<file path="config.mk">
export PLATFORM = sky130hd
export DESIGN_NAME = weave_pattern_gen_flat
export DESIGN_NICKNAME = d
export VERILOG_FILES = /design/src/rtl/weave_pkg.sv /design/src/rtl/weave_pattern_gen_if.sv /design/src/rtl/weave_draft_ram.sv /design/src/rtl/weave_pattern_gen.sv /design/src/flat_wrapper.sv
export SDC_FILE = /design/constraint.sdc
export NUM_CORES = 1
export LEC_CHECK = 0
export CORE_ASPECT_RATIO = 1.5
export CORE_MARGIN = 2
export CORE_UTILIZATION = 62
export CTS_CLUSTER_DIAMETER = 200
export DETAILED_ROUTE_END_ITERATION = 7
export GPL_ROUTABILITY_DRIVEN = 0
export PLACE_DENSITY = 0.83
export SYNTH_ARGS = -nofsm -noshare
export SYNTH_HDL_FRONTEND = slang
export SYNTH_SLANG_ARGS = --single-unit
</file>
<file path="constraint.sdc">
create_clock -name clk -period 5.79 [get_ports clk]
set_input_delay 0.579 -clock clk [delete_from_list [all_inputs] [get_ports clk]]
set_output_delay 0.579 -clock clk [all_outputs]
set_load 0.01 [all_outputs]
</file>
<file path="src/rtl/weave_pkg.sv">
// Shared types and width helpers for the weave pattern generator.
package weave_pkg;

    // Pattern source selected at start.
    typedef enum logic [1:0] {
        MODE_DRAFT = 2'd0,
        MODE_PLAIN = 2'd1,
        MODE_TWILL = 2'd2,
        MODE_SATIN = 2'd3
    } weave_mode_e;

    // Controller states.
    typedef enum logic [1:0] {
        S_IDLE = 2'd0,
        S_LOAD = 2'd1,
        S_RUN  = 2'd2
    } weave_state_e;

    // Frame row counter / frame length width.
    localparam int unsigned ROW_W = 8;

    // Index width for an n-entry range, never narrower than one bit.
    function automatic int unsigned width_of(input int unsigned n);
        return (n < 2) ? 1 : $clog2(n);
    endfunction

    // Widths for the default configuration.
    localparam int unsigned DEF_WARP_W = 8;
    localparam int unsigned DEF_DEPTH  = 8;
    localparam int unsigned DEF_COL_W  = width_of(DEF_WARP_W);
    localparam int unsigned DEF_ADDR_W = width_of(DEF_DEPTH);

endpackage

</file>
<file path="src/rtl/weave_pattern_gen_if.sv">
// Draft load stream and pattern output stream of the weave generator.
interface weave_pattern_gen_if
    import weave_pkg::*;
#(
    parameter int unsigned WARP_W = 8
);
    localparam int unsigned COL_W = width_of(WARP_W);

    // Draft configuration stream
    logic              cfg_valid;
    logic              cfg_ready;
    logic [WARP_W-1:0] cfg_data;
    logic              cfg_last;

    // Pattern output stream
    logic              out_valid;
    logic              out_ready;
    logic              out_bit;
    logic [COL_W-1:0]  out_col;
    logic [ROW_W-1:0]  out_row;
    logic              out_eol;
    logic              out_eof;

    // Generator side
    modport master (
        input  cfg_valid, cfg_data, cfg_last, out_ready,
        output cfg_ready, out_valid, out_bit, out_col, out_row, out_eol, out_eof
    );

    // Driver / consumer side
    modport slave (
        output cfg_valid, cfg_data, cfg_last, out_ready,
        input  cfg_ready, out_valid, out_bit, out_col, out_row, out_eol, out_eof
    );

endinterface

</file>
<file path="src/rtl/weave_draft_ram.sv">
// DEPTH x WARP_W flop array holding the lift-plan draft.
// One synchronous write port, one combinational read port.
module weave_draft_ram
    import weave_pkg::*;
#(
    parameter  int unsigned WARP_W = 8,
    parameter  int unsigned DEPTH  = 8,
    localparam int unsigned ADDR_W = width_of(DEPTH)
) (
    input  logic              clk,
    input  logic              we,
    input  logic [ADDR_W-1:0] waddr,
    input  logic [WARP_W-1:0] wdata,
    input  logic [ADDR_W-1:0] raddr,
    output logic [WARP_W-1:0] rdata
);

    logic [WARP_W-1:0] mem [DEPTH];

    // Row write; contents are intentionally not reset.
    always_ff @(posedge clk) begin
        if (we) begin
            mem[waddr] <= wdata;
        end
    end

    assign rdata = mem[raddr];

endmodule

</file>
<file path="src/rtl/weave_pattern_gen.sv">
// Woven-cloth bit stream generator: one bit per warp/weft crossing,
// raster order (columns fastest), from a loaded draft or a built-in weave.
module weave_pattern_gen
    import weave_pkg::*;
#(
    parameter int unsigned WARP_W  = 8,
    parameter int unsigned DEPTH   = 8,
    parameter int unsigned TWILL_P = 4,
    parameter int unsigned SATIN_P = 8,
    parameter int unsigned SATIN_S = 3
) (
    input  logic                clk,
    input  logic                rst,
    weave_pattern_gen_if.master bus,
    input  logic [1:0]          mode,
    input  logic [ROW_W-1:0]    frame_rows,
    input  logic                start,
    input  logic                abort,
    output logic                busy
);

    localparam int unsigned COL_W  = width_of(WARP_W);
    localparam int unsigned ADDR_W = width_of(DEPTH);
    localparam int unsigned NR_W   = ADDR_W + 1;

    localparam logic [COL_W-1:0]  COL_LAST  = COL_W'(WARP_W - 1);
    localparam logic [ADDR_W-1:0] ADDR_LAST = ADDR_W'(DEPTH - 1);

    weave_state_e       state_q, state_d;
    logic [ADDR_W-1:0]  ptr_q, ptr_d;
    logic [NR_W-1:0]    num_rows_q, num_rows_d;
    weave_mode_e        mode_q, mode_d;
    logic [ROW_W-1:0]   frame_q, frame_d;
    logic [COL_W-1:0]   col_q, col_d;
    logic [ROW_W-1:0]   row_q, row_d;
    logic [ADDR_W-1:0]  drow_q, drow_d;

    logic               ram_we;
    logic [ADDR_W-1:0]  ram_waddr;
    logic [WARP_W-1:0]  draft_row;

    logic               cfg_fire;
    logic               xfer;
    logic               row_end;
    logic               frame_end;
    logic               start_ok;
    logic               draft_wrap;
    logic               pattern;
    logic [31:0]        col_ext, row_ext, twill_idx, satin_idx;

    weave_draft_ram #(
        .WARP_W (WARP_W),
        .DEPTH  (DEPTH)
    ) u_ram (
        .clk   (clk),
        .we    (ram_we),
        .waddr (ram_waddr),
        .wdata (bus.cfg_data),
        .raddr (drow_q),
        .rdata (draft_row)
    );

    assign cfg_fire   = bus.cfg_valid && bus.cfg_ready;
    assign xfer       = bus.out_valid && bus.out_ready;
    assign row_end    = (col_q == COL_LAST);
    assign frame_end  = (frame_q != '0) && row_end && (row_q == frame_q - ROW_W'(1));
    assign start_ok   = !((weave_mode_e'(mode) == MODE_DRAFT) && (num_rows_q == '0));
    // Draft row wraps by compare against the loaded row count (no divider).
    assign draft_wrap = ({1'b0, drow_q} == num_rows_q - NR_W'(1));

    // Next-state, load pointer, run counters and draft write control.
    always_comb begin
        state_d    = state_q;
        ptr_d      = ptr_q;
        num_rows_d = num_rows_q;
        mode_d     = mode_q;
        frame_d    = frame_q;
        col_d      = col_q;
        row_d      = row_q;
        drow_d     = drow_q;
        ram_we     = 1'b0;
        ram_waddr  = ptr_q;

        case (state_q)
            S_IDLE: begin
                if (cfg_fire) begin
                    // A cfg beat always begins a fresh load at row 0 and beats start.
                    ram_we    = 1'b1;
                    ram_waddr = '0;
                    if (bus.cfg_last) begin
                        num_rows_d = NR_W'(1);
                    end else begin
                        ptr_d   = ADDR_W'(1);
                        state_d = S_LOAD;
                    end
                end else if (start && !abort && start_ok) begin
                    mode_d  = weave_mode_e'(mode);
                    frame_d = frame_rows;
                    col_d   = '0;
                    row_d   = '0;
                    drow_d  = '0;
                    state_d = S_RUN;
                end
            end

            S_LOAD: begin
                if (cfg_fire) begin
                    ram_we    = 1'b1;
                    ram_waddr = ptr_q;
                end
                if (abort) begin
                    state_d = S_IDLE;
                end else if (cfg_fire) begin
                    if (bus.cfg_last || (ptr_q == ADDR_LAST)) begin
                        num_rows_d = {1'b0, ptr_q} + NR_W'(1);
                        state_d    = S_IDLE;
                    end else begin
                        ptr_d = ptr_q + ADDR_W'(1);
                    end
                end
            end

            S_RUN: begin
                if (abort) begin
                    state_d = S_IDLE;
                end else if (xfer) begin
                    if (frame_end) begin
                        state_d = S_IDLE;
                    end
                    if (row_end) begin
                        col_d  = '0;
                        row_d  = row_q + ROW_W'(1);
                        drow_d = draft_wrap ? '0 : drow_q + ADDR_W'(1);
                    end else begin
                        col_d = col_q + COL_W'(1);
                    end
                end
            end

            default: begin
                state_d = S_IDLE;
            end
        endcase
    end

    // State and counter registers with synchronous reset.
    always_ff @(posedge clk) begin
        if (rst) begin
            state_q    <= S_IDLE;
            ptr_q      <= '0;
            num_rows_q <= '0;
            mode_q     <= MODE_DRAFT;
            frame_q    <= '0;
            col_q      <= '0;
            row_q      <= '0;
            drow_q     <= '0;
        end else begin
            state_q    <= state_d;
            ptr_q      <= ptr_d;
            num_rows_q <= num_rows_d;
            mode_q     <= mode_d;
            frame_q    <= frame_d;
            col_q      <= col_d;
            row_q      <= row_d;
            drow_q     <= drow_d;
        end
    end

    // Built-in weave index arithmetic, truncated to the repeat mask.
    assign col_ext   = 32'(col_q);
    assign row_ext   = 32'(row_q);
    assign twill_idx = (col_ext + row_ext) & 32'(TWILL_P - 1);
    assign satin_idx = (col_ext * 32'(SATIN_S) + row_ext) & 32'(SATIN_P - 1);

    // Crossing value for the current column/row in the latched mode.
    always_comb begin
        pattern = 1'b0;
        case (mode_q)
            MODE_DRAFT: pattern = draft_row[col_q];
            MODE_PLAIN: pattern = col_q[0] ^ row_q[0];
            MODE_TWILL: pattern = (twill_idx < 32'(TWILL_P / 2));
            MODE_SATIN: pattern = (satin_idx == '0);
            default:    pattern = 1'b0;
        endcase
    end

    // Payload is a pure function of registered state, so it holds under backpressure.
    assign bus.cfg_ready = (state_q != S_RUN);
    assign bus.out_valid = (state_q == S_RUN);
    assign bus.out_bit   = bus.out_valid && pattern;
    assign bus.out_col   = col_q;
    assign bus.out_row   = row_q;
    assign bus.out_eol   = bus.out_valid && row_end;
    assign bus.out_eof   = bus.out_valid && frame_end;
    assign busy          = (state_q != S_IDLE);

endmodule

</file>
<file path="src/flat_wrapper.sv">
// flat-port wrapper written by rule: the top's interface ports become plain ports
module weave_pattern_gen_flat import weave_pkg::*;
#(
    parameter int unsigned WARP_W  = 8,
    parameter int unsigned DEPTH   = 8,
    parameter int unsigned TWILL_P = 4,
    parameter int unsigned SATIN_P = 8,
    parameter int unsigned SATIN_S = 3
)
  (clk, rst, mode, frame_rows, start, abort, busy, bus_cfg_valid, bus_cfg_data, bus_cfg_last, bus_out_ready, bus_cfg_ready, bus_out_valid, bus_out_bit, bus_out_col, bus_out_row, bus_out_eol, bus_out_eof);
  weave_pattern_gen_if #(.WARP_W(WARP_W)) bus_i ();
  input  logic clk;
  input  logic rst;
  input  logic [1:0] mode;
  input  logic [ROW_W-1:0] frame_rows;
  input  logic start;
  input  logic abort;
  output logic busy;
  input wire logic [$bits(bus_i.cfg_valid)-1:0] bus_cfg_valid;
  input wire logic [$bits(bus_i.cfg_data)-1:0] bus_cfg_data;
  input wire logic [$bits(bus_i.cfg_last)-1:0] bus_cfg_last;
  input wire logic [$bits(bus_i.out_ready)-1:0] bus_out_ready;
  output wire logic [$bits(bus_i.cfg_ready)-1:0] bus_cfg_ready;
  output wire logic [$bits(bus_i.out_valid)-1:0] bus_out_valid;
  output wire logic [$bits(bus_i.out_bit)-1:0] bus_out_bit;
  output wire logic [$bits(bus_i.out_col)-1:0] bus_out_col;
  output wire logic [$bits(bus_i.out_row)-1:0] bus_out_row;
  output wire logic [$bits(bus_i.out_eol)-1:0] bus_out_eol;
  output wire logic [$bits(bus_i.out_eof)-1:0] bus_out_eof;
  assign bus_i.cfg_valid = bus_cfg_valid;
  assign bus_i.cfg_data = bus_cfg_data;
  assign bus_i.cfg_last = bus_cfg_last;
  assign bus_i.out_ready = bus_out_ready;
  assign bus_cfg_ready = bus_i.cfg_ready;
  assign bus_out_valid = bus_i.out_valid;
  assign bus_out_bit = bus_i.out_bit;
  assign bus_out_col = bus_i.out_col;
  assign bus_out_row = bus_i.out_row;
  assign bus_out_eol = bus_i.out_eol;
  assign bus_out_eof = bus_i.out_eof;
  weave_pattern_gen #(.WARP_W(WARP_W), .DEPTH(DEPTH), .TWILL_P(TWILL_P), .SATIN_P(SATIN_P), .SATIN_S(SATIN_S)) u_core (.clk(clk), .rst(rst), .bus(bus_i), .mode(mode), .frame_rows(frame_rows), .start(start), .abort(abort), .busy(busy));
endmodule
</file>
Word level (Yosys, flattened, before mapping)
Memories as Yosys holds them, arrays and structs flattened. A register that Yosys moved wholly into a read port is not among the register bits.
Index checks and enable logic that the tools add are counted.

word-level totals
  bits in writable memories = 64
  output and inout bits = 17
  register bits after elaboration = 33
  input bits = 25
  word-level logic and storage cells = 130
  memories kept = 1

memory list
  name              depth  width  read ports  clocked after Yosys merged registers in  wr ports  line                   source
  u_core.u_ram.mem  8      8      1           1                                        1         weave_draft_ram.sv:18  logic [WARP_W-1:0] mem [DEPTH];

cells by class
  add/sub/neg operators = 9
  equal/unequal tests = 28
  $lt $le $gt $ge = 2
  bitwise operators = 2
  multiplexer cells = 50
  reductions and logical operators = 29
  $mul = 1

operator list
  kind                                                    count
  two-way mux 3 bit                                       18
  two-way mux 8 bit                                       5
  logical NOT 32 bit                                      1
  AND reduction 6 bit                                     4
  two-way mux 4 bit                                       5
  two-way mux 2 bit                                       9
  inequality test 2 bit (second input constant)           9
  case mux 3 bit (2 select lines)                         3
  case mux 8 bit (2 select lines)                         1
  logical AND 1 bit                                       10
  adder 3 x 1 -> 3 bit (second input constant)            3
  inequality test 3 bit (second input constant)           3
  adder 8 x 1 -> 8 bit (second input constant)            1
  equality test 8 bit                                     1
  inequality test 2 x 1 -> 1 bit (second input constant)  4
  case mux 4 bit (2 select lines)                         1
  nonzero test 8 bit                                      1
  subtractor 8 x 1 -> 8 bit (second input constant)       1
  equality test 2 bit (second input constant)             3
  equality test 3 bit (second input constant)             2
  logical NOT 2 bit                                       3
  inequality test 3 x 2 -> 1 bit (second input constant)  2
  case mux 2 bit (3 select lines)                         1
  nonzero test 2 bit                                      3
  other kinds (21)                                        27

Depth between registers and ports, before layout
Gate-level depths: netlist (run 1).

  depth after elaboration = 9
  depth in mapped cells = 10
  depth with buffers taken out = 9

Hierarchy
From an unflattened synthesis (run 1), not the netlist that was laid out.

second synthesis, totals
  cells, all modules = 358
  area total of the unflattened synthesis = 4700.8 µm²

modules (own cells, without submodules)
  module             area an instance (µm²)  instances  sequential area each (µm²)  cells an instance
  weave_draft_ram    2531.2                  1          1921.8                      106
  weave_pattern_gen  2169.6                  1          660.6                       252

Worst setup path before layout (run 1)
Ideal clock, no wire load.

  path kind = reg-to-output
  from = reg u_core.col_q[0], in the netlist u_core.bus.out_col[0]
  to = out bus_out_bit
  arrival = 2.492 ns
  stages on the path, launching flop included = 11
  required time = 5.211 ns
  setup slack = 2.719 ns
  path buffers = 1
  path through = dfxtp_1 -> clkbuf_1 -> inv_1 -> fa_1 -> inv_1 -> ha_1 -> nor4bb_1 -> nand2b_1 -> o211ai_1 -> o21ai_0 -> a31oi_1

between the ends
  longest elaborated chain between the ends = 5
  elaborated cells between the ends (all ways) = 10
  those cells by class = add/sub: 2; mul: 1; order compare: 1; mux: 3; bitwise: 1; reduce/logical: 2

RTL lines
  element                            line                      source
  start: declaration                 weave_pattern_gen.sv:34   logic [COL_W-1:0] col_q, col_d;
  start signal: assignment           weave_pattern_gen.sv:163  col_q <= col_d;
  multiplier 3 x 2 -> 3 bit          weave_pattern_gen.sv:173  assign satin_idx = (col_ext * 32'(SATIN_S) + row_ext) & 32'(SATIN_P - 1);
  adder 3 bit                        weave_pattern_gen.sv:173
  logical NOT 32 bit                 weave_pattern_gen.sv:182  MODE_SATIN: pattern = (satin_idx == '0);
  case mux 1 bit (4 select lines) *  weave_pattern_gen.sv:178  case (mode_q)
  logical AND 1 bit *                weave_pattern_gen.sv:190  assign bus.out_bit = bus.out_valid && pattern;
  end: declaration                   flat_wrapper.sv:25        output wire logic [$bits(bus_i.out_bit)-1:0] bus_out_bit;

Every way passes the cells marked *; elsewhere a longest branch is shown, timed or not. The select of a mux whose other input is x is not followed.

==> impl_summary.md, run 1 <==
Setup path
The nature of the critical path startpoint is a flop. The arrival time reported for the critical path endpoint is 3.45 ns. The category of the most critical setup path is flop to primary output. The worst-path maximum fanout is 15.

The critical path goes through mux4_2, mux4_2, nor3b_1, a2111oi_1, a31oi_1, clkdlybuf4s50_1. STA classifies the critical path endpoint as a primary output. The largest individual stage delay along the critical path comes from the cell sky130_fd_sc_hd__dfxtp_1. The delay of the slowest cell on the worst path is 0.88 ns. The required arrival time at the worst endpoint is 5.21 ns. The most prevalent standard cell on the critical path is sky130_fd_sc_hd__mux4_2.

Synthesis
The number of enable-type register cells in the synthesized netlist is 64. In this run, synthesis produced a sequential element count of 100. The cell area after synthesis is 4660 µm². The share of the Yosys chip area taken by registers is 0.567. The average footprint of a synthesized cell is 12.7 µm². The number of warnings printed during yosys synthesis is 0. For this run, asynchronously set or reset flops after synthesis account for 0.

The number of library cell types mapped by synthesis is 55. The net count of the mapped netlist is 405. The count of mapped cells out of synthesis is 368. The top flip-flop cell by instance count after synthesis is sky130_fd_sc_hd__edfxtp_1.

CTS
For this design, the sink count on the clock tree is 100. The maximum level of the CTS H-tree is 3. The number of buffers added by the clock tree synthesis step is 9. After clock tree synthesis, the clock-pin slew on the worst setup and hold paths is 0.09 ns. TritonCTS built the clock tree. The deepest clock path buffer count is 2. After clock tree synthesis, the repair step resized 0 gates. CTS placed an instance of sky130_fd_sc_hd__clkbuf_8 at the clock tree root.

The number of hold buffers added after CTS is 0. The later-pin clock latency in the skew report is 0.37 ns. The buffers inserted during post-CTS setup optimization is 0.

Cells and area
The net count of the finished layout is 439. The top cell types in the final layout, fill and taps aside, are sky130_fd_sc_hd__edfxtp_1, sky130_fd_sc_hd__clkdlybuf4s50_1, sky130_fd_sc_hd__nor2_1, sky130_fd_sc_hd__dfxtp_1, sky130_fd_sc_hd__mux2i_1. The fraction of layout instances using a drive strength above 1 is 0.0934. Compared with the post-synthesis result, the final layout area differs by 14.2%. After filler insertion, the fill cell instance count of the layout stands at 492. The library cell used most frequently in the layout, excluding fill and tap cells, is sky130_fd_sc_hd__edfxtp_1. The number of inserted diodes is 0.

Power
The worst-case IR drop observed on VDD is 0.204 mV. The net switching power of the design is 0.000290 W. The combinational power share is 0.062. The overall power after layout is 0.00130 W. In this run the static leakage power is 1.76 nW. The power density of the placed cells is 244 nW/µm². The share of total power in the clock network is 0.342. The switching share of total power is 0.223. Of the total power, registers draw 0.596. The internal power of the cells totals 0.00101 W.

STA
Setup repair after global routing left no endpoint under its margin. The final hold violation count came to 0. The worst-case headroom to the max-slew limit is 0.225.

Based on the critical path, the design can be clocked at up to 248 MHz. The transition time at the pin with the least slew margin is 1.16 ns. The minimum clock period is 4.03 ns. The largest clock skew in the final design is 0.00803 ns. The post-route setup TNS is 0 ns.

The share of the clock period used by the worst path after layout is 0.696. The number of failing setup endpoints in the final timing report is 0. The max-slew violation total from the final report came to 0.

Drt
The via-per-instance ratio is 6.06. The detailed router finished its first iteration with 190 violations. The count of unresolved DRC violations after routing is 0. Once detail routing completed, the nets flagged for antenna violations numbered 0. The detailed-route wire length is 9.34 mm.

The routed layout has 3071 vias. The pre-antenna-repair detailed-routing pass consisted of 4 iterations. After detailed routing, the average wire length per cell comes to 18.4 µm.

Run
The max-capacitance violation count is 0.

Die
Measured along the y axis, the die boundary spans 110 µm. The core outline area is 7270 µm². The starting utilization of the core area is 0.640. In this run the count of I/O pins placed on the die edge is 42.

The row count is 38. The floorplan step set the die width to 74.8 µm. The area of the die is 8240 µm².

GRT
Summed over all layers, the global routing overflow is 0. The initial antenna violation count is 0. The pin count of the biggest net entering global routing is 29. The via count of the first global-routing pass is 2925. The first global-routing pass estimated 14.9 mm of wire. For this run, the total global-route usage over all layers was measured as 0.253.

Hold path
The class of the tightest hold or removal check is flop to flop.

Placement
The number of input and output port buffers inserted is 41. The placed wire-length estimate after detailed placement is 6.76 mm.

Status
The flow ran to the end, and the final reports show no timing, DRC or antenna violations.
==> power groups by stage <==
stage	clock network (W)	logic (W)	registers, W
global route	0.000478	0.0000874	0.000775
floorplan	0	0.0000473	0.000785
global placement	0	0.0000777	0.000789
finish	0.000444	0.0000801	0.000773
CTS	0.000453	0.0000801	0.000773
detailed placement	0	0.0000797	0.000789
==> synthesized netlist by cell type, drive strengths merged (2+ instances only) <==
cell type  count  area share
nand3          5      0.0054
nand4          2      0.0027
a32oi          2      0.0038
edfxtp        64        0.41
or3            2      0.0030
a31oi          2      0.0027
nand2         18       0.015
mux2i         25       0.054
a211oi         4      0.0064
clkbuf        13       0.011
nor4           6      0.0081
mux4          15       0.073
or2            2      0.0027
or3b           2      0.0038
xnor2         13       0.024
or4            6       0.010
nor3           6      0.0064
nor2b          3      0.0040
a211o          2      0.0038
a311oi         2      0.0038
o31ai          5      0.0081
mux2           2      0.0048
dfxtp         36        0.15
ha            11       0.030
nand3b         6      0.0097
or4b           2      0.0043
nand2b         5      0.0067
and2           3      0.0040
and3b          2      0.0038
o21ai          7      0.0075
a2111oi        2      0.0040
nor4bb         2      0.0043
a21oi         18       0.019
a22oi          2      0.0032
nor2          38       0.031
buf            6      0.0062
inv           14       0.011
nor3b          2      0.0032
==> logic make-up after synthesis <==
logic type      count (synthesis)  synth area share
fa+ha+maj                      12            0.0338
compound gates                 52            0.0739
buf+inv                        33            0.0282
mux                            42             0.131
flops                         100             0.567
xor+xnor                       16            0.0363
simple gates                  113             0.129
==> routing by layer <==
metal	share of wire	wire, µm	vias up	track usage
met2	0.58	5410	82	0.483
met3	0.041	384	13	0.0536
met5	0	0	-	0
met1	0.36	3400	1515	0.271
li1	-	-	1461	-
met4	0.015	142	0	0.0804
==> layout make-up <==
type,instances,area [µm²],share of cell area
clock inverters,7,72.6,0.0136
flip-flops and latches,100,2640,0.497
multi-input cells,235,1880,0.354
well taps,100,125,0.0235
inverters,14,52.6,0.00988
clock buffers,9,124,0.0233
repair buffers,42,418,0.0786
==> critical path: cells and delay by family, from the launching register on <==
| kind | cells | cell delay (ns) |
|---|---|---|
| muxes | 2 | 1.07 |
| DFF | 1 | 0.88 |
| buffers and inverters | 1 | 0.50 |
| AOI/OAI and AO/OA | 2 | 0.48 |
| and+or+nand+nor | 1 | 0.15 |
==> worst paths after layout <==
check / from / end / slack (ns) / cells after the start
worst max-delay path: flop / bus_out_bit / 1.76 / 6
worst min-delay path: u_core.drow_q[2] / u_core.drow_q[2] / 0.54 / 2
worst max register to register: u_core.bus.out_col[0] / u_core.bus.out_row[5] / 3.37 / 7
worst min register to register: u_core.drow_q[2] / u_core.drow_q[2] / 0.54 / 2
==> registers in the layout, indices dropped and copies added, names as in the netlist, named ones only <==
name and count:
u_core.bus.out_col 3, u_core.bus.out_row 8, u_core.drow_q 3, u_core.frame_q 8
u_core.mode_q 2, u_core.num_rows_q 4, u_core.ptr_q 3, u_core.state_q 2
u_core.u_ram.mem 64
==> metrics by stage <==
| step | utilization | hold slack, ns | instance area [µm²] | setup WS, ns | std cells |
|---|---|---|---|---|---|
| final | 0.731 | 0.542 | 5320 | 1.76 | 507 |
| after global routing | 0.731 | 0.569 | 5320 | 1.50 | 507 |
| after CTS | 0.731 | 0.545 | 5320 | 1.70 | 507 |
| after detailed placement | 0.704 | 0.525 | 5120 | 2.11 | 491 |
| after global placement | 0.704 | 0.514 | 5120 | 2.11 | 491 |
| after floorplan | - | 0.472 | 4660 | 2.72 | 368 |
No activity file was read; power rests on OpenSTA's default activity.
==> run 2, diff against run 1 <==
CORE_UTILIZATION = 52   (was 62)
PLACE_DENSITY = 0.74   (was 0.83)
clock period = 3.6 ns   (was 5.79 ns; I/O delays follow)
==> impl_summary.md, run 2 (synthesized netlist as in run 1, its figures left out) <==
Status
Outcome: finished, final reports clean (unchanged).

Setup path
The category of the worst setup path capture point is a primary output (unchanged). The category of the most critical setup path is flop to primary output (unchanged). The startpoint of the worst-slack reg-to-reg timing path is u_core.bus.out_col[0] (unchanged). The worst flop-to-flop path endpoint was u_core.bus.out_row[7] (was u_core.bus.out_row[5]). The worst-path maximum fanout came to 5 (was 15).

The arrival time reported for the critical path endpoint is 2.89 ns (was 3.45 ns). The worst-case reg-to-reg path depth is 8 (was 7). The required arrival time at the worst endpoint is 3.24 ns (was 5.21 ns). The setup slack of the most critical reg-to-reg path is 1.25 ns (was 3.37 ns). The nature of the critical path startpoint is a flop (unchanged).

Drt
The count of unresolved DRC violations after routing came to 0 (unchanged). The via-per-instance ratio is 5.92 (was 6.06). The detailed-route wire length came to 10.0 mm (was 9.34 mm).

The wire length per cell came to 19.1 µm (was 18.4 µm). The initial detailed-routing violation count was 192 (was 190). The number of vias in the routed layout is 3102 (was 3071). The post-detailed-route count of antenna-violating nets is 0 (unchanged).

The iteration count of the initial detailed-routing pass is 5 (was 4).

Power
The static power due to leakage is 1.86 nW (was 1.76 nW). The power density of the placed cells was 411 nW/µm² (was 244 nW/µm²). The maximum VDD drop is 0.338 mV (was 0.204 mV).

STA
The setup slack of the critical path after layout is 0.351 ns (was 1.76 ns). The peak clock frequency supported by timing is 308 MHz. The final hold violation count is 0 (unchanged). The number of failing setup endpoints in the final timing report is 0 (unchanged). Unrepaired setup endpoints after global routing: false (unchanged). The transition time at the pin with the least slew margin is 1.03 ns (was 1.16 ns). The max-slew violation total from the final report was 0 (unchanged). The post-route setup TNS is 0 ns (unchanged). Counting I/O delays and the setup requirement, the final critical path takes 3.25 ns. The largest clock skew in the final design came to 0.00853 ns (was 0.00803 ns). The share of the clock period used by the worst path after layout is 0.903.

The worst-case headroom to the max-slew limit is 0.314 (was 0.225).

Placement
The placed wire-length estimate after detailed placement is 7.23 mm (was 6.76 mm). The number of cells after detailed placement is 509 (was 491). The post-placement cell area is 5190 µm² (was 5120 µm²). The number of input and output port buffers inserted is 41 (unchanged). The pre-CTS worst setup slack is 0.442 ns (was 2.11 ns).

GRT
The pin count of the biggest net entering global routing is 29 (unchanged). The layer with the highest usage after global routing is met2 (unchanged). The global-route met1 utilization is 0.233 (was 0.271). The met2 demand-to-capacity share in global routing is 0.411 (was 0.483). The initial antenna violation count is 0 (unchanged).

The global-route usage over all layers came to 0.224 (was 0.253). The first-pass GRT wire length is 15.8 mm (was 14.9 mm). The remaining global-route overflow is 0 (unchanged). The met3 demand-to-capacity share in global routing came to 0.0436 (was 0.0536). The via count of the first global-routing pass is 3165 (was 2925).

Cells and area
The number of inserted diodes is 0 (unchanged). The flip-flop count of the largest register after layout is 64 (unchanged). The area added between synthesis and finish came to 17.6% (was 14.2%). The post-layout instance count excluding filler cells was 524 (was 507). The post-route cell area came to 5480 µm² (was 5320 µm²).

Commonest cells after routing, fill and taps aside: sky130_fd_sc_hd__edfxtp_1, sky130_fd_sc_hd__clkdlybuf4s50_1, sky130_fd_sc_hd__nor2_1, sky130_fd_sc_hd__dfxtp_1, sky130_fd_sc_hd__mux2i_1 (unchanged). The commonest non-fill, non-tap cell in the layout was sky130_fd_sc_hd__edfxtp_1 (unchanged). The register bank with the most flops is u_core.u_ram.mem (unchanged). The fraction of layout instances using a drive strength above 1 came to 0.114 (was 0.0934).

The count of nets after finishing is 447 (was 439).

Die
The row count is 42 (was 38). The area of the die is 9750 µm² (was 8240 µm²). The height of the die is 120 µm (was 110 µm). The core outline area came to 8780 µm² (was 7270 µm²). The number of top-level pins is 42 (unchanged). The starting utilization of the core area is 0.531 (was 0.640). The overall die width is 81.3 µm (was 74.8 µm).

CTS
The maximum level of the CTS H-tree is 3 (unchanged). The number of sinks driven by the clock tree is 100 (unchanged). The number of hold buffers added after CTS is 0 (unchanged). The post-cts resize count is 0 (unchanged).

The CTS tree is yes (unchanged). The later-pin clock latency in the skew report is 0.35 ns (was 0.37 ns). The number of buffers added by the clock tree synthesis step is 9 (unchanged). The CTS clock-pin slew for the worst setup and hold paths is 0.07 ns (was 0.09 ns). The buffers inserted during post-CTS setup optimization was 0 (unchanged). The clock tree root driver cell is sky130_fd_sc_hd__clkbuf_16 (was sky130_fd_sc_hd__clkbuf_8).

The deepest clock path buffer count is 2 (unchanged).

Hold path
The startpoint of the tightest hold check path is u_core.num_rows_q[1] (was u_core.drow_q[2]). The class of the tightest hold or removal check was flop to flop (unchanged). The cell count of the worst hold path came to 2 (unchanged). The sink of the worst hold path is u_core.num_rows_q[1] (was u_core.drow_q[2]).

Run
The max-capacitance violation count is 0 (unchanged).
-- run 2: cell count changes in the layout (fill, tap and decap cells not counted), moves of 2 or more --
cell / change
sky130_fd_sc_hd__clkinv_2: +2
sky130_fd_sc_hd__clkbuf_16: +9
sky130_fd_sc_hd__buf_4: +8
sky130_fd_sc_hd__clkbuf_8: -9
-- run 2: worst max-delay path: stages, from the launching register on --
cell and delay [ns]:
sky130_fd_sc_hd__dfxtp_1 0.37, sky130_fd_sc_hd__or4_4 0.57, sky130_fd_sc_hd__or4b_1 0.48, sky130_fd_sc_hd__a21oi_1 0.17, sky130_fd_sc_hd__nor3_1 0.08, sky130_fd_sc_hd__nor4_1 0.30, sky130_fd_sc_hd__clkdlybuf4s50_1 0.58
-- run 2: layout make-up --
type | instances | area [µm²]
sequential | 100 | 2640
tap | 110 | 138
clock buffer | 9 | 225
multi-input combinational | 235 | 1900
clock inverter | 6 | 40.0
inverter | 14 | 52.6
fill | 643 | 3300
timing repair buffer | 50 | 480
-- run 2: worst max path at each step --
stage / slack [ns] / end / depth (start not counted) / startpoint
after floorplan: 0.75 / bus_out_bit / 10 / u_core.bus.out_col[0]
after global placement: 0.48 / bus_out_bit / 10 / u_core.bus.out_col[0]
after detailed placement: 0.44 / bus_out_bit / 10 / u_core.bus.out_col[0]
after CTS: 0.02 / bus_out_bit / 10 / u_core.bus.out_col[0]
after global routing: 0.21 / bus_out_eof / 6 / u_core.frame_q[2]
final: 0.35 / bus_out_eof / 6 / u_core.frame_q[0]
-- run 2: through the flow --
step,utilization,hold WS [ns],power [W]
6_report,0.624,0.533,0.00225
3_5_place_dp,0.592,0.520,0.00140
5_1_grt,0.624,0.558,0.00233
4_1_cts,0.622,0.536,0.00227
2_1_floorplan,-,0.459,0.00134
3_3_place_gp,0.592,0.510,0.00140
-- run 2: where the power goes --
group,switching (W),leakage (nW),internal (W)
registers,0.0000133,0.872,0.00123
clock network,0.000411,0.128,0.000465
logic,0.0000648,0.857,0.0000676
-- run 2: per-layer routing --
layer / vias up / wire length, µm / part of all wire
li1: 1473 / - / -
met1: 1521 / 3680 / 0.37
met2: 98 / 5740 / 0.57
met3: 10 / 444 / 0.044
met4: 0 / 147 / 0.015
met5: - / 0 / 0
==> run 3, diff against run 2 <==
GPL_TIMING_DRIVEN = 0   (was not set)
==> impl_summary.md, run 3 (synthesized netlist as in run 1, its figures left out) <==
Status
Outcome: finished, final reports clean (unchanged).

Drt
The initial detailed-routing violation count is 197 (was 192). The number of vias in the routed layout is 3091 (was 3102). The detailed-route wire length was 9.75 mm (was 10.0 mm). The wire length per cell was 18.3 µm (was 19.1 µm). The count of unresolved DRC violations after routing is 0 (unchanged).

The post-detailed-route count of antenna-violating nets is 0 (unchanged). The via-per-instance ratio is 5.80 (was 5.92). The iteration count of the initial detailed-routing pass is 4 (was 5).

STA
The peak clock frequency supported by timing is 298 MHz (was 308 MHz). Unrepaired setup endpoints after global routing: false (unchanged). The share of the clock period used by the worst path after layout is 0.931 (was 0.903). The max-slew violation total from the final report is 0 (unchanged). The largest clock skew in the final design was 0.00898 ns (was 0.00853 ns). The number of failing setup endpoints in the final timing report is 0 (unchanged). The minimum clock period is 3.35 ns (was 3.25 ns). The worst-case headroom to the max-slew limit is 0.356 (was 0.314).

The worst hold slack came to 0.476 ns (was 0.533 ns). The transition time at the pin with the least slew margin was 0.962 ns (was 1.03 ns). The final hold violation count is 0 (unchanged).

Power
The power density of the placed cells is 412 nW/µm² (was 411 nW/µm²). The switching share of total power is 0.211 (was 0.217). The net switching power of the design came to 0.000479 W (was 0.000489 W).

The combinational power share is 0.060 (was 0.059). The overall power after layout is 0.00226 W (was 0.00225 W). The sequential cell fraction of total power is 0.548 (was 0.552). The internal cell power is 0.00179 W (was 0.00176 W). The maximum VDD drop was 0.412 mV (was 0.338 mV).

The static power due to leakage was 1.85 nW (was 1.86 nW). The share of total power in the clock network is 0.392 (was 0.389).

Cells and area
Commonest cells after routing, fill and taps aside: sky130_fd_sc_hd__edfxtp_1, sky130_fd_sc_hd__clkdlybuf4s50_1, sky130_fd_sc_hd__nor2_1, sky130_fd_sc_hd__dfxtp_1, sky130_fd_sc_hd__mux2i_1 (unchanged). The area added between synthesis and finish is 17.9% (was 17.6%). The register bank with the most flops is u_core.u_ram.mem (unchanged). The area of the multi-input gates came to 1900 µm² (about the same). The number of fill cells is 667 (was 643). The count of nets after finishing was 455 (was 447). The final core utilization is 0.626 (was 0.624). The post-route cell area is 5490 µm² (was 5480 µm²).

The total area of sequential cells is 2650 µm² (was 2640 µm²). The number of inserted diodes is 0 (unchanged). The flip-flop count of the largest register after layout is 64 (unchanged). The post-layout instance count excluding filler cells was 533 (was 524). The commonest non-fill, non-tap cell in the layout is sky130_fd_sc_hd__edfxtp_1 (unchanged). The fraction of layout instances using a drive strength above 1 is 0.113 (was 0.114).

CTS
The number of buffers added by the clock tree synthesis step was 9 (unchanged). The CTS clock-pin slew for the worst setup and hold paths is 0.07 ns (about the same). The deepest clock path buffer count is 2 (unchanged). The later-pin clock latency in the skew report is 0.34 ns (was 0.35 ns). The post-cts resize count is 7 (was 0). The number of hold buffers added after CTS is 0 (unchanged). The number of sinks driven by the clock tree came to 100 (unchanged). The buffers inserted during post-CTS setup optimization was 0 (unchanged). The clock tree root driver cell is sky130_fd_sc_hd__clkbuf_16 (unchanged).

The CTS tree is yes (unchanged). The maximum level of the CTS H-tree came to 3 (unchanged).

Die
The number of top-level pins is 42 (unchanged). The core outline area came to 8780 µm² (unchanged). The starting utilization of the core area was 0.531 (unchanged).

The height of the die is 120 µm (unchanged). The row count came to 42 (unchanged). The overall die width was 81.3 µm (unchanged). The area of the die came to 9750 µm² (unchanged).

GRT
The first-pass GRT wire length is 15.6 mm (was 15.8 mm). The remaining global-route overflow was 0 (unchanged). The via count of the first global-routing pass was 3152 (was 3165). The global-route usage over all layers is 0.219 (was 0.224). The pin count of the biggest net entering global routing is 17 (was 29). The initial antenna violation count is 0 (unchanged).

Run
The max-capacitance violation count was 0 (unchanged).

Placement
The post-placement cell area is 5210 µm² (was 5190 µm²). The number of cells after detailed placement is 519 (was 509). The placed wire-length estimate after detailed placement came to 7.03 mm (was 7.23 mm). The number of input and output port buffers inserted is 40 (was 41).

Setup path
Crit path cell chain: inv_1, fa_1, inv_1, ha_1, nor4bb_2, nand2b_1, o211ai_1, o21ai_0, a31oi_1, dlygate4sd2_1 (was or4_4, or4b_1, a21oi_1, nor3_1, nor4_1, clkdlybuf4s50_1). The delay of the slowest cell on the worst path is 0.51 ns (was 0.58 ns). The worst-path maximum fanout is 11 (was 5). The category of the most critical setup path is flop to primary output (unchanged).

The slowest cell on the critical path is sky130_fd_sc_hd__fa_1 (was sky130_fd_sc_hd__clkdlybuf4s50_1). The category of the worst setup path capture point is a primary output (unchanged). The arrival time reported for the critical path endpoint is 2.99 ns (was 2.89 ns). The required arrival time at the worst endpoint was 3.24 ns (about the same). The most prevalent standard cell on the critical path is sky130_fd_sc_hd__inv_1. The nature of the critical path startpoint is a flop (unchanged).

Hold path
The class of the tightest hold or removal check was input pin to flop (was flop to flop).
-- run 3: cell count changes in the layout (fill, tap and decap cells not counted), moves of 2 or more --
cell	previous run	this run
sky130_fd_sc_hd__buf_2	0	5
sky130_fd_sc_hd__buf_4	9	1
sky130_fd_sc_hd__clkbuf_1	0	11
sky130_fd_sc_hd__clkinv_2	2	0
sky130_fd_sc_hd__dfxtp_1	36	33
sky130_fd_sc_hd__dfxtp_4	0	2
-- run 3: critical path, delay by kind of cell (launching register included) --
family / cells / cell delay, ns
adder cells (fa/ha/maj): 2 / 0.81
AO/OA/AOI/OAI: 3 / 0.55
buffers and inverters: 3 / 0.47
AND/OR/NAND/NOR: 2 / 0.42
flip-flops: 1 / 0.41
-- run 3: metal layers --
metal | vias up | wire length, µm | GRT usage
met4 | 0 | 367 | 0.141
met3 | 22 | 318 | 0.0368
met1 | 1506 | 3600 | 0.231
li1 | 1490 | - | -
met5 | - | 0 | 0
met2 | 73 | 5470 | 0.389
-- run 3: final timing paths --
kind                         startpoint                     to  slack, ns  depth (start not counted)
hold reg to reg    u_core.num_rows_q[1]   u_core.num_rows_q[1]       0.53                          2
hold / removal                      rst  u_core.bus.out_col[1]       0.48                          2
setup reg to reg      u_core.frame_q[0]      u_core.state_q[1]       1.33                          5
setup / recovery  u_core.bus.out_col[0]            bus_out_bit       0.25                         10
-- run 3: cell type report --
| class | count | area share |
|---|---|---|
| buffer | 17 | 0.0130 |
| clock buffer | 11 | 0.0442 |
| clock inverter | 5 | 0.00638 |
| inverter | 14 | 0.00957 |
| multi-input combinational | 235 | 0.345 |
| sequential | 100 | 0.483 |
| tap | 110 | 0.0251 |
| timing repair buffer | 41 | 0.0740 |
-- run 3: power by group through the flow --
stage / combinational (W) / sequential [W] / clock (W)
floorplan: 0.0000760 / 0.00126 / 0
global placement: 0.000130 / 0.00127 / 0
detailed placement: 0.000135 / 0.00127 / 0
CTS: 0.000136 / 0.00124 / 0.000909
global route: 0.000147 / 0.00124 / 0.000959
finish: 0.000135 / 0.00124 / 0.000889
-- run 3: through the flow --
stage                     TNS (ns)  setup slack (ns)
final                            0             0.249
after CTS                        0             0.236
after global routing             0            0.0504
after detailed placement   -0.0741           -0.0741
after floorplan                  0             0.748
after global placement           0           0.00790
